**src/rtl/d_p_ram_pkg.sv**
```systemverilog
`default_nettype none
// ============================================================================
// Module      : d_p_ram_pkg
// Description : Shared types and constants for the initialising dual-port RAM.
//               Holds the controller state encoding and the collision-mode
//               selector values.
// Revision    : 1.0 - initial release
// ============================================================================
package d_p_ram_pkg;

    // Controller states: INIT sweeps INIT_VALUE through memory, RUN serves users.
    typedef enum logic {
        INIT = 1'b0,
        RUN  = 1'b1
    } state_t;

    // Behaviour of a read that hits the word written in the same cycle.
    localparam int CM_READ_OLD      = 0;
    localparam int CM_WRITE_THROUGH = 1;

endpackage : d_p_ram_pkg
`default_nettype wire

```
**src/rtl/d_p_ram.sv**
```systemverilog
`default_nettype none
// ============================================================================
// Module      : d_p_ram
// Description : Simple dual-port RAM, one write port and one registered read
//               port on a single clock. Read-before-write on a same-address
//               collision. No reset on storage or read register so that the
//               array maps onto block RAM.
// Ports       : clock        - rising-edge clock
//               write_en     - write strobe
//               write_addr   - write word address (must be < DEPTH)
//               input_data   - write data
//               read_en      - read strobe; read register holds when low
//               read_addr    - read word address (must be < DEPTH)
//               output_data  - registered read data
// Revision    : 1.0 - initial release
// ============================================================================
module d_p_ram #(
    parameter int ADDR_WIDTH = 3,
    parameter int DATA_WIDTH = 8,
    parameter int DEPTH      = (1 << ADDR_WIDTH)
) (
    input  logic                  clock,
    input  logic                  write_en,
    input  logic [ADDR_WIDTH-1:0] write_addr,
    input  logic [DATA_WIDTH-1:0] input_data,
    input  logic                  read_en,
    input  logic [ADDR_WIDTH-1:0] read_addr,
    output logic [DATA_WIDTH-1:0] output_data
);

    // Index only as many address bits as the array needs.
    localparam int IDX_W = (DEPTH > 1) ? $clog2(DEPTH) : 1;

    logic [DATA_WIDTH-1:0] mem [0:(1 << IDX_W)-1];
    logic [DATA_WIDTH-1:0] rdata_q;

    // Read and write in one process: the read sees the pre-write contents.
    always_ff @(posedge clock) begin
        if (write_en) begin
            mem[write_addr[IDX_W-1:0]] <= input_data;
        end
        if (read_en) begin
            rdata_q <= mem[read_addr[IDX_W-1:0]];
        end
    end

    assign output_data = rdata_q;

endmodule : d_p_ram
`default_nettype wire

```
**src/rtl/d_p_ram_init.sv**
```systemverilog
`default_nettype none
// ============================================================================
// Module      : d_p_ram_init
// Description : Byte-lane dual-port RAM that sweeps INIT_VALUE through every
//               word after reset before accepting user traffic. Reads are
//               fully pipelined with 1 or 2 cycles of latency; same-address
//               read/write collisions return old data or write-through data.
// Ports       : clock        - rising-edge clock
//               reset_n      - synchronous active-low reset
//               ready        - initialisation finished, user accesses accepted
//               write_en     - write request
//               write_addr   - write word address
//               write_be     - per-lane write enables
//               input_data   - write data
//               read_en      - read request
//               read_addr    - read word address
//               output_data  - read data, held between valid pulses
//               output_valid - one-cycle pulse per completed read
// Revision    : 1.0 - initial release
// ============================================================================
module d_p_ram_init
    import d_p_ram_pkg::*;
#(
    parameter int                    ADDR_WIDTH     = 3,
    parameter int                    DATA_WIDTH     = 32,
    parameter int                    DEPTH          = (1 << ADDR_WIDTH),
    parameter int                    BYTE_WIDTH     = 8,
    parameter int                    READ_LATENCY   = 1,
    parameter int                    COLLISION_MODE = 0,
    parameter logic [DATA_WIDTH-1:0] INIT_VALUE     = '0
) (
    input  logic                             clock,
    input  logic                             reset_n,
    output logic                             ready,
    input  logic                             write_en,
    input  logic [ADDR_WIDTH-1:0]            write_addr,
    input  logic [DATA_WIDTH/BYTE_WIDTH-1:0] write_be,
    input  logic [DATA_WIDTH-1:0]            input_data,
    input  logic                             read_en,
    input  logic [ADDR_WIDTH-1:0]            read_addr,
    output logic [DATA_WIDTH-1:0]            output_data,
    output logic                             output_valid
);

    localparam int                    NB        = DATA_WIDTH / BYTE_WIDTH;
    localparam logic [ADDR_WIDTH:0]   DEPTH_EXT = (ADDR_WIDTH+1)'(DEPTH);
    localparam logic [ADDR_WIDTH-1:0] INIT_LAST = ADDR_WIDTH'(DEPTH - 1);

    // ------------------------------------------------------------------
    // Controller
    // ------------------------------------------------------------------
    state_t                  state_q, state_d;
    logic [ADDR_WIDTH-1:0]   init_cnt_q, init_cnt_d;
    logic                    ready_q, ready_d;

    always_comb begin
        state_d    = state_q;
        init_cnt_d = init_cnt_q;
        case (state_q)
            INIT: begin
                init_cnt_d = init_cnt_q + ADDR_WIDTH'(1);
                if (init_cnt_q == INIT_LAST) begin
                    state_d = RUN;
                end
            end
            RUN: begin
                state_d = RUN;
            end
            default: begin
                state_d = INIT;
            end
        endcase
        // Registered copy of the next state so ready tracks state exactly.
        ready_d = (state_d == RUN);
    end

    // ------------------------------------------------------------------
    // Write port: INIT sweep or user write, user writes out of range dropped
    // ------------------------------------------------------------------
    logic                  w_wr_in_range;
    logic                  w_user_wr;
    logic [NB-1:0]         w_ram_we;
    logic [ADDR_WIDTH-1:0] w_ram_waddr;
    logic [DATA_WIDTH-1:0] w_ram_wdata;

    always_comb begin
        w_wr_in_range = ({1'b0, write_addr} < DEPTH_EXT);
        w_user_wr     = ready_q & write_en & w_wr_in_range;
        w_ram_waddr   = write_addr;
        w_ram_wdata   = input_data;
        w_ram_we      = '0;
        if (state_q == INIT) begin
            w_ram_waddr = init_cnt_q;
            w_ram_wdata = INIT_VALUE;
        end
        for (int i = 0; i < NB; i++) begin
            // Gate with reset_n: reset alone never modifies memory.
            w_ram_we[i] = reset_n & ((state_q == INIT) | (w_user_wr & write_be[i]));
        end
    end

    // ------------------------------------------------------------------
    // Read acceptance and collision detection
    // ------------------------------------------------------------------
    logic w_rd_acc;
    logic w_rd_in_range;
    logic w_ram_re;
    logic w_coll;

    always_comb begin
        w_rd_acc      = ready_q & read_en;
        w_rd_in_range = ({1'b0, read_addr} < DEPTH_EXT);
        w_ram_re      = w_rd_acc & w_rd_in_range;
        w_coll        = w_ram_re & w_user_wr & (write_addr == read_addr);
    end

    // ------------------------------------------------------------------
    // Storage: one byte-wide RAM per lane
    // ------------------------------------------------------------------
    logic [DATA_WIDTH-1:0] w_ram_rdata;

    generate
        for (genvar g = 0; g < NB; g++) begin : g_lane
            d_p_ram #(
                .ADDR_WIDTH (ADDR_WIDTH),
                .DATA_WIDTH (BYTE_WIDTH),
                .DEPTH      (DEPTH)
            ) u_ram (
                .clock       (clock),
                .write_en    (w_ram_we[g]),
                .write_addr  (w_ram_waddr),
                .input_data  (w_ram_wdata[g*BYTE_WIDTH +: BYTE_WIDTH]),
                .read_en     (w_ram_re),
                .read_addr   (read_addr),
                .output_data (w_ram_rdata[g*BYTE_WIDTH +: BYTE_WIDTH])
            );
        end
    endgenerate

    // ------------------------------------------------------------------
    // First read stage: side information captured alongside the RAM read.
    // Everything holds between accepted reads so the stage output is stable.
    // ------------------------------------------------------------------
    logic                  rd1_v_q,     rd1_v_d;
    logic                  rd1_has_q,   rd1_has_d;
    logic                  rd1_oob_q,   rd1_oob_d;
    logic                  rd1_coll_q,  rd1_coll_d;
    logic [DATA_WIDTH-1:0] rd1_wdata_q, rd1_wdata_d;
    logic [NB-1:0]         rd1_wbe_q,   rd1_wbe_d;
    logic [DATA_WIDTH-1:0] w_rd1_data;

    always_comb begin
        rd1_v_d     = w_rd_acc;
        rd1_has_d   = rd1_has_q | w_rd_acc;
        rd1_oob_d   = rd1_oob_q;
        rd1_coll_d  = rd1_coll_q;
        rd1_wdata_d = rd1_wdata_q;
        rd1_wbe_d   = rd1_wbe_q;
        if (w_rd_acc) begin
            rd1_oob_d   = ~w_rd_in_range;
            rd1_coll_d  = w_coll;
            rd1_wdata_d = input_data;
            rd1_wbe_d   = write_be;
        end
    end

    // RAM delivers pre-write data; write-through patches the written lanes.
    // Until the first read after reset the stage reports zero.
    always_comb begin
        w_rd1_data = w_ram_rdata;
        if (!rd1_has_q) begin
            w_rd1_data = '0;
        end else if (rd1_oob_q) begin
            w_rd1_data = INIT_VALUE;
        end else if ((COLLISION_MODE == CM_WRITE_THROUGH) && rd1_coll_q) begin
            for (int i = 0; i < NB; i++) begin
                if (rd1_wbe_q[i]) begin
                    w_rd1_data[i*BYTE_WIDTH +: BYTE_WIDTH] = rd1_wdata_q[i*BYTE_WIDTH +: BYTE_WIDTH];
                end
            end
        end
    end

    always_ff @(posedge clock) begin
        if (!reset_n) begin
            state_q     <= INIT;
            init_cnt_q  <= '0;
            ready_q     <= 1'b0;
            rd1_v_q     <= 1'b0;
            rd1_has_q   <= 1'b0;
            rd1_oob_q   <= 1'b0;
            rd1_coll_q  <= 1'b0;
            rd1_wdata_q <= '0;
            rd1_wbe_q   <= '0;
        end else begin
            state_q     <= state_d;
            init_cnt_q  <= init_cnt_d;
            ready_q     <= ready_d;
            rd1_v_q     <= rd1_v_d;
            rd1_has_q   <= rd1_has_d;
            rd1_oob_q   <= rd1_oob_d;
            rd1_coll_q  <= rd1_coll_d;
            rd1_wdata_q <= rd1_wdata_d;
            rd1_wbe_q   <= rd1_wbe_d;
        end
    end

    assign ready = ready_q;

    // ------------------------------------------------------------------
    // Output stage
    // ------------------------------------------------------------------
    generate
        if (READ_LATENCY == 2) begin : g_lat2
            logic                  out_v_q,    out_v_d;
            logic [DATA_WIDTH-1:0] out_data_q, out_data_d;

            always_comb begin
                out_v_d    = rd1_v_q;
                out_data_d = out_data_q;
                if (rd1_v_q) begin
                    out_data_d = w_rd1_data;
                end
            end

            always_ff @(posedge clock) begin
                if (!reset_n) begin
                    out_v_q    <= 1'b0;
                    out_data_q <= '0;
                end else begin
                    out_v_q    <= out_v_d;
                    out_data_q <= out_data_d;
                end
            end

            assign output_valid = out_v_q;
            assign output_data  = out_data_q;
        end else begin : g_lat1
            assign output_valid = rd1_v_q;
            assign output_data  = w_rd1_data;
        end
    endgenerate

endmodule : d_p_ram_init
`default_nettype wire

```
**config.mk**
```make
export PLATFORM = sky130hd
export DESIGN_NAME = d_p_ram_init
export DESIGN_NICKNAME = d
export VERILOG_FILES = /design/src/rtl/d_p_ram_pkg.sv /design/src/rtl/d_p_ram.sv /design/src/rtl/d_p_ram_init.sv
export SDC_FILE = /design/constraint.sdc
export NUM_CORES = 1
export LEC_CHECK = 0
export CAP_MARGIN = 20
export CORE_ASPECT_RATIO = 0.5
export CORE_UTILIZATION = 59
export CTS_BUF_LIST = sky130_fd_sc_hd__clkbuf_8 sky130_fd_sc_hd__clkbuf_16
export DETAILED_ROUTE_END_ITERATION = 10
export PLACE_DENSITY = 0.85
export SLEW_MARGIN = 20
export SYNTH_ARGS = -nofsm -noshare
export SYNTH_HDL_FRONTEND = slang
export SYNTH_HIERARCHICAL = 1
export SYNTH_SLANG_ARGS = --single-unit
```
**constraint.sdc**
```tcl
create_clock -name clock -period 2.7 [get_ports clock]
set_input_delay 0.54 -clock clock [delete_from_list [all_inputs] [get_ports clock]]
set_output_delay 0.54 -clock clock [all_outputs]
set_load 0.05 [all_outputs]
```
==> results.md, run 1 <==
* Clock Pin Slew Worst Setup and Hold Paths at 0.06 ns
* Max Transition Viols Final at 0
* Vias/cell at 5.91
* Buffers & Inverters on Critical Path at 1
* Post-Syn Area at 11800 sq um
* Clock sinks at 294
* Clock Power Share at 0.386
* Syn nets at 605
* Sw frac at 0.196
* Grt met3 use at 0.0373
* Leak Pwr at 4.99 nW
* Die Span Y at 102 um
* Sequential fraction of the synthesis area at 0.740
* Die area at 20700 sq um
* Drt total wl at 22700 um
* # DRC at 0
* Worst-margin pin slew at 0.515 ns
* CTS tree: yes
* Levels on crit path at 1
* Layout Cells excl Fill at 960
* CP Launch Type: flop
* Clock buffer depth at 3
* Max VDD drop at 0.400 mV
* Most used routing layer in global routing: met2
* Total gr overflow at 0
* CP max FO at 12
* Comb power frac at 0.058
* Post-Place Cell Area at 13000 sq um
* Synth top area share at 0.730
* Clock latency on the worst-skew pair at 0.52 ns
* R2R depth at 5
* GR Util met1 at 0.302
* Via Count at 5672
* Area grow syn2layout at 16.8%
* Crit share post-route at 0.892
* Top cells by area, synth: edfxtp_1 (73%), mux4_1 (13%), and2_1 (3.5%)
* F_max at 415 MHz
* Hpwl dp at 13600 um
* Final setup fails at 0
* Hold-fix buffers, CTS at 0
* Unrepaired setup endpoints after global routing: no
* PD cells at 664 nW/um^2
* Critical path arrival at 1.87 ns
* Unique masters post-synth at 24
* Most common cell after layout, fill and taps aside: edfxtp_1
* Vias in the first global route at 5770
* Ant diodes at 0
* M2 GR Usage at 0.382
* Share of layout cells above drive strength 1 at 0.219
* Inserted Clock Buffers at 24
* Nets at 724
* Clock root buffer: clkbuf_16
* DRT iter0 DRCs at 564
* Final Hold Fails at 0
* Maximum Capacitance Violations at 0
* Pin count of the biggest net entering global routing at 65
* Period minus WS final at 2.41 ns
* Area leader, netlist: edfxtp_1
* Post-synthesis area per instance at 21.3 sq um
* Hold WS at 0.572 ns
* Post-Route Utilization at 0.708
* Final ANT Viol Nets at 0
* Commonest cells after routing, fill and taps aside: edfxtp_1 (288), buf_4 (70), and2_1 (66)
* Final Instance Area at 13800 sq um
* Cell family with most CP delay: buffers and inverters
* Post_cts resized at 0
* Setup TNS at 0 ns
* Number of port buffers at 79
* Part of the power in registers at 0.557
* Post-synthesis cell count at 557
* Critical-path cell list: clkdlybuf4s50_1
* Initial Utilization at 0.606
* Int Pwr at 7.39 mW
* P_sw at 1.80 mW
* Top Ports at 80
* Post-CTS setup buffer count at 0
* Critical path data required time at 2.16 ns
* Critical path's slowest cell: clkdlybuf4s50_1
* Hold crit path type: reg -> reg
* # H-tree levels at 1
* GRT Overall Usage at 0.223
* First-pass GRT wire length at 33600 um
* Flops & latches, synth at 294
* Core Region at 19500 sq um
* Critical Path Max Stage Delay at 0.87 ns
* Per-cell routed wire length at 23.7 um
* Drt pass-1 iters at 5
* Post-Route Skew at 0.00958 ns
* CP Class: reg -> out
* Hold Path Stages at 2
* YS warnings at 6
* Status: completed
* Rows at 36
* RePlAce Congestion at 0.764
* Die width at 202 um
* CP endpoint kind: output port
* Placed Cells at 916
* Initial antenna violation count at 0
* Max-slew headroom at 0.656
tightest hold or removal path, cell delays in order (launching register included):
cell     delay [ns]
dfxtp_1        0.33
mux2i_1        0.14
nor2b_1        0.06
final cells by class:
cell class                 instances  area, sq um
timing repair buffer             121         1070
fill                            1105         5720
multi-input combinational        235         2850
sequential                       294         8770
tap                              266          333
clock inverter                    13          105
clock buffer                      31          708
cells in the mapped netlist:
master	n
edfxtp_1	288
and2_1	66
mux4_1	60
mux2_2	33
nor2_1	24
nand2_1	12
nand2b_1	12
nor3_1	8
buf_2	7
clkbuf_1	7
dfxtp_1	6
buf_6	5
a21boi_0	4
buf_1	4
buf_12	4
mux4_2	4
ha_1	2
mux2_4	2
mux2i_1	2
nor2b_1	2
o21a_1	2
and3_1	1
buf_8	1
xnor2_1	1
power groups by stage:
stage	combinational, mW	clock, mW	sequential, mW
after floorplan	0.338	0	5.19
after global placement	0.506	0	5.20
after detailed placement	0.521	0	5.21
after CTS	0.533	3.57	5.11
after global routing	0.562	3.74	5.12
final	0.532	3.54	5.11
stage by stage:
stage / power [mW] / setup WS [ns]
final: 9.18 / 0.292
after detailed placement: 5.73 / 0.162
after global routing: 9.42 / 0.243
after global placement: 5.70 / 0.278
after floorplan: 5.53 / 0.298
after CTS: 9.22 / 0.287
state kept, by name, summed over array words and instances, names as in the netlist:
| signal | cells |
|---|---|
| init_cnt_q | 3 |
| ready | 1 |
| g_lane.u_ram/output_data | 32 |
| output_valid | 1 |
| rd1_has_q | 1 |
| g_lane.u_ram/mem | 256 |
final timing paths:
kind / startpoint / endpoint / slack (ns)
worst max-delay path: ready / ready / 0.29
worst min register to register: init_cnt_q[2] / init_cnt_q[2] / 0.57
worst min-delay path: init_cnt_q[2] / init_cnt_q[2] / 0.57
worst max register to register: ready / g_lane[3].u_ram/mem[6][5] / 0.60
kinds of logic after synthesis:
kind of cell             count (synthesis)  share of synthesized area
flip-flops                             294                      0.740
buffers and inverters                   28                     0.0192
XOR/XNOR                                 1                   0.000740
AO/OA/AOI/OAI                            6                    0.00380
multiplexers                           101                      0.176
adder cells (fa/ha/maj)                  2                    0.00211
AND/OR/NAND/NOR                        125                     0.0576
per-layer routing:
metal,vias up,part of all wire
met5,-,0
met4,0,0.023
met3,42,0.065
met2,218,0.50
met1,2895,0.41
li1,2517,-
Power figures use the tool's default switching activity.
==> run 2: changes to the inputs <==
--- a/config.mk
+++ b/config.mk
@@ -7,10 +7,12 @@
 export LEC_CHECK = 0
 export CAP_MARGIN = 20
 export CORE_ASPECT_RATIO = 0.5
+export CORE_MARGIN = 3
 export CORE_UTILIZATION = 59
 export CTS_BUF_LIST = sky130_fd_sc_hd__clkbuf_8 sky130_fd_sc_hd__clkbuf_16
+export CTS_CLUSTER_SIZE = 12
 export DETAILED_ROUTE_END_ITERATION = 10
-export PLACE_DENSITY = 0.85
+export PLACE_DENSITY_LB_ADDON = 0.08
 export SLEW_MARGIN = 20
 export SYNTH_ARGS = -nofsm -noshare
 export SYNTH_HDL_FRONTEND = slang
==> run 2 against run 1 <==
Non-clock buffer count increased by 4. Combinational power decreased by 0.8%. Global-route usage decreased by 1.5 points. Final area increased by 3.2%. First-iteration DRC count decreased by 38%. Fmax increased by 12%. Clock skew decreased by 0.0012 ns. Routed wire length decreased by 3.4%. Critical path type unchanged. Critical endpoint is now output_valid.
==> results.md, run 2 (synthesis gave the netlist of run 1 again) <==
* Max Transition Viols Final at 0
* Status: completed
* Die area at 21900 sq um
* Period minus WS final at 2.15 ns
* Most common cell after layout, fill and taps aside: edfxtp_1
* Max-slew headroom at 0.672
* Final setup fails at 0
* Crit share post-route at 0.798
* RePlAce Congestion at 0.713
* F_max at 464 MHz
* Post-Route Skew at 0.00834 ns
* Vias/cell at 5.82
* Post-CTS setup buffer count at 0
* Rows at 35
* Leak Pwr at 5.15 nW
* Final ANT Viol Nets at 0
* Fill count at 1074
* DRT iter0 DRCs at 351
* Critical path data required time at 2.16 ns
* Max reg flops at 256
* Cell family with most CP delay: buffers and inverters
* Die width at 206 um
* Via Count at 5613
* Pin count of the biggest net entering global routing at 65
* Core Region at 19000 sq um
* Critical path startpoint: output_valid
* Commonest cells after routing, fill and taps aside: edfxtp_1 (288), and2_1 (65), mux4_1 (60)
* CP max FO at 1
* # H-tree levels at 1
* Origin of the critical flop-to-flop path: ready
* Placed Cells at 913
* Number of port buffers at 79
* Worst-margin pin slew at 0.490 ns
* Worst hold path startpoint: init_cnt_q[2]
* Critical-path cell list: clkdlybuf4s50_1
* Reg area at 8770 sq um
* Share of layout cells above drive strength 1 at 0.215
* Setup TNS at 0 ns
* CP Launch Type: flop
* Multi-input combinational cell area at 2850 sq um
* CTS tree: yes
* GR Util met1 at 0.313
* First-pass GRT wire length at 33900 um
* Vias in the first global route at 5780
* Critical Path Max Stage Delay at 0.79 ns
* Ant diodes at 0
* Nets at 732
* Per-cell routed wire length at 22.7 um
* Total gr overflow at 0
* Post_cts resized at 0
* Clock Pin Slew Worst Setup and Hold Paths at 0.06 ns
* Grt met3 use at 0.0385
* Initial Utilization at 0.622
* Clock latency on the worst-skew pair at 0.52 ns
* Maximum Capacitance Violations at 0
* Area grow syn2layout at 20.5%
* PD cells at 643 nW/um^2
* Max VDD drop at 0.665 mV
* GRT Overall Usage at 0.208
* Hold-fix buffers, CTS at 0
* Hold crit path type: reg -> reg
* Unrepaired setup endpoints after global routing: no
* Critical path's slowest cell: clkdlybuf4s50_1
* Most used routing layer in global routing: met2
* Drt pass-1 iters at 7
* Buffers & Inverters on Critical Path at 1
* Drt total wl at 21900 um
* Top Ports at 80
* Final Hold Fails at 0
* Clock buffer depth at 3
* Initial antenna violation count at 0
* Clock root buffer: clkbuf_16
* CP endpoint kind: output port
* Inserted Clock Buffers at 28
* Hpwl dp at 13700 um
* Clock sinks at 294
* Critical path arrival at 1.61 ns
* Die Span Y at 106 um
* # DRC at 0
* M2 GR Usage at 0.332
* CP Class: reg -> out
* Layout Cells excl Fill at 965
[run 2: cell type report]
class,instances,share of cell area
clock buffer,29,0.0508
sequential,294,0.614
clock inverter,23,0.00789
timing repair buffer,125,0.105
multi-input combinational,235,0.200
tap,259,0.0227
[run 2: power by group]
part	total (mW)	switching, mW	internal (mW)
registers	5.11	0.0248	5.08
logic	0.528	0.249	0.279
clock network	3.54	1.53	2.01
[run 2: worst reg2reg max path, cell delays in order, from the launching register on]
cell and delay (ns):
dfxtp_2 0.36, buf_4 0.27, mux2_4 0.44, nand2b_1 0.21
nor2_1 0.10, buf_4 0.20
[run 2: metal layers]
layer  vias to the layer above  part of all wire
li1                       2538                 -
met1                      2854              0.43
met2                       201              0.48
met3                        20             0.073
met4                         0             0.013
met5                         -                 0
[run 2: path summary, 6_finish.rpt]
check / endpoint / slack (ns) / depth (start not counted)
min: init_cnt_q[2] / 0.55 / 2
max reg2reg: g_lane[3].u_ram/mem[1][2] / 0.83 / 5
min reg2reg: init_cnt_q[2] / 0.55 / 2
max: output_valid / 0.55 / 1
[run 2: stage by stage]
stage               power (mW)  utilization  worst slack, ns  cell area (sq um)  hold WS [ns]
floorplan                 5.53            -            0.298              11800         0.506
global placement          5.71        0.705            0.279              13400         0.532
detailed placement        5.73        0.705            0.174              13400         0.548
CTS                       9.26        0.749            0.521              14300         0.556
global route              9.51        0.749            0.493              14300         0.603
finish                    9.18        0.749            0.545              14300         0.554
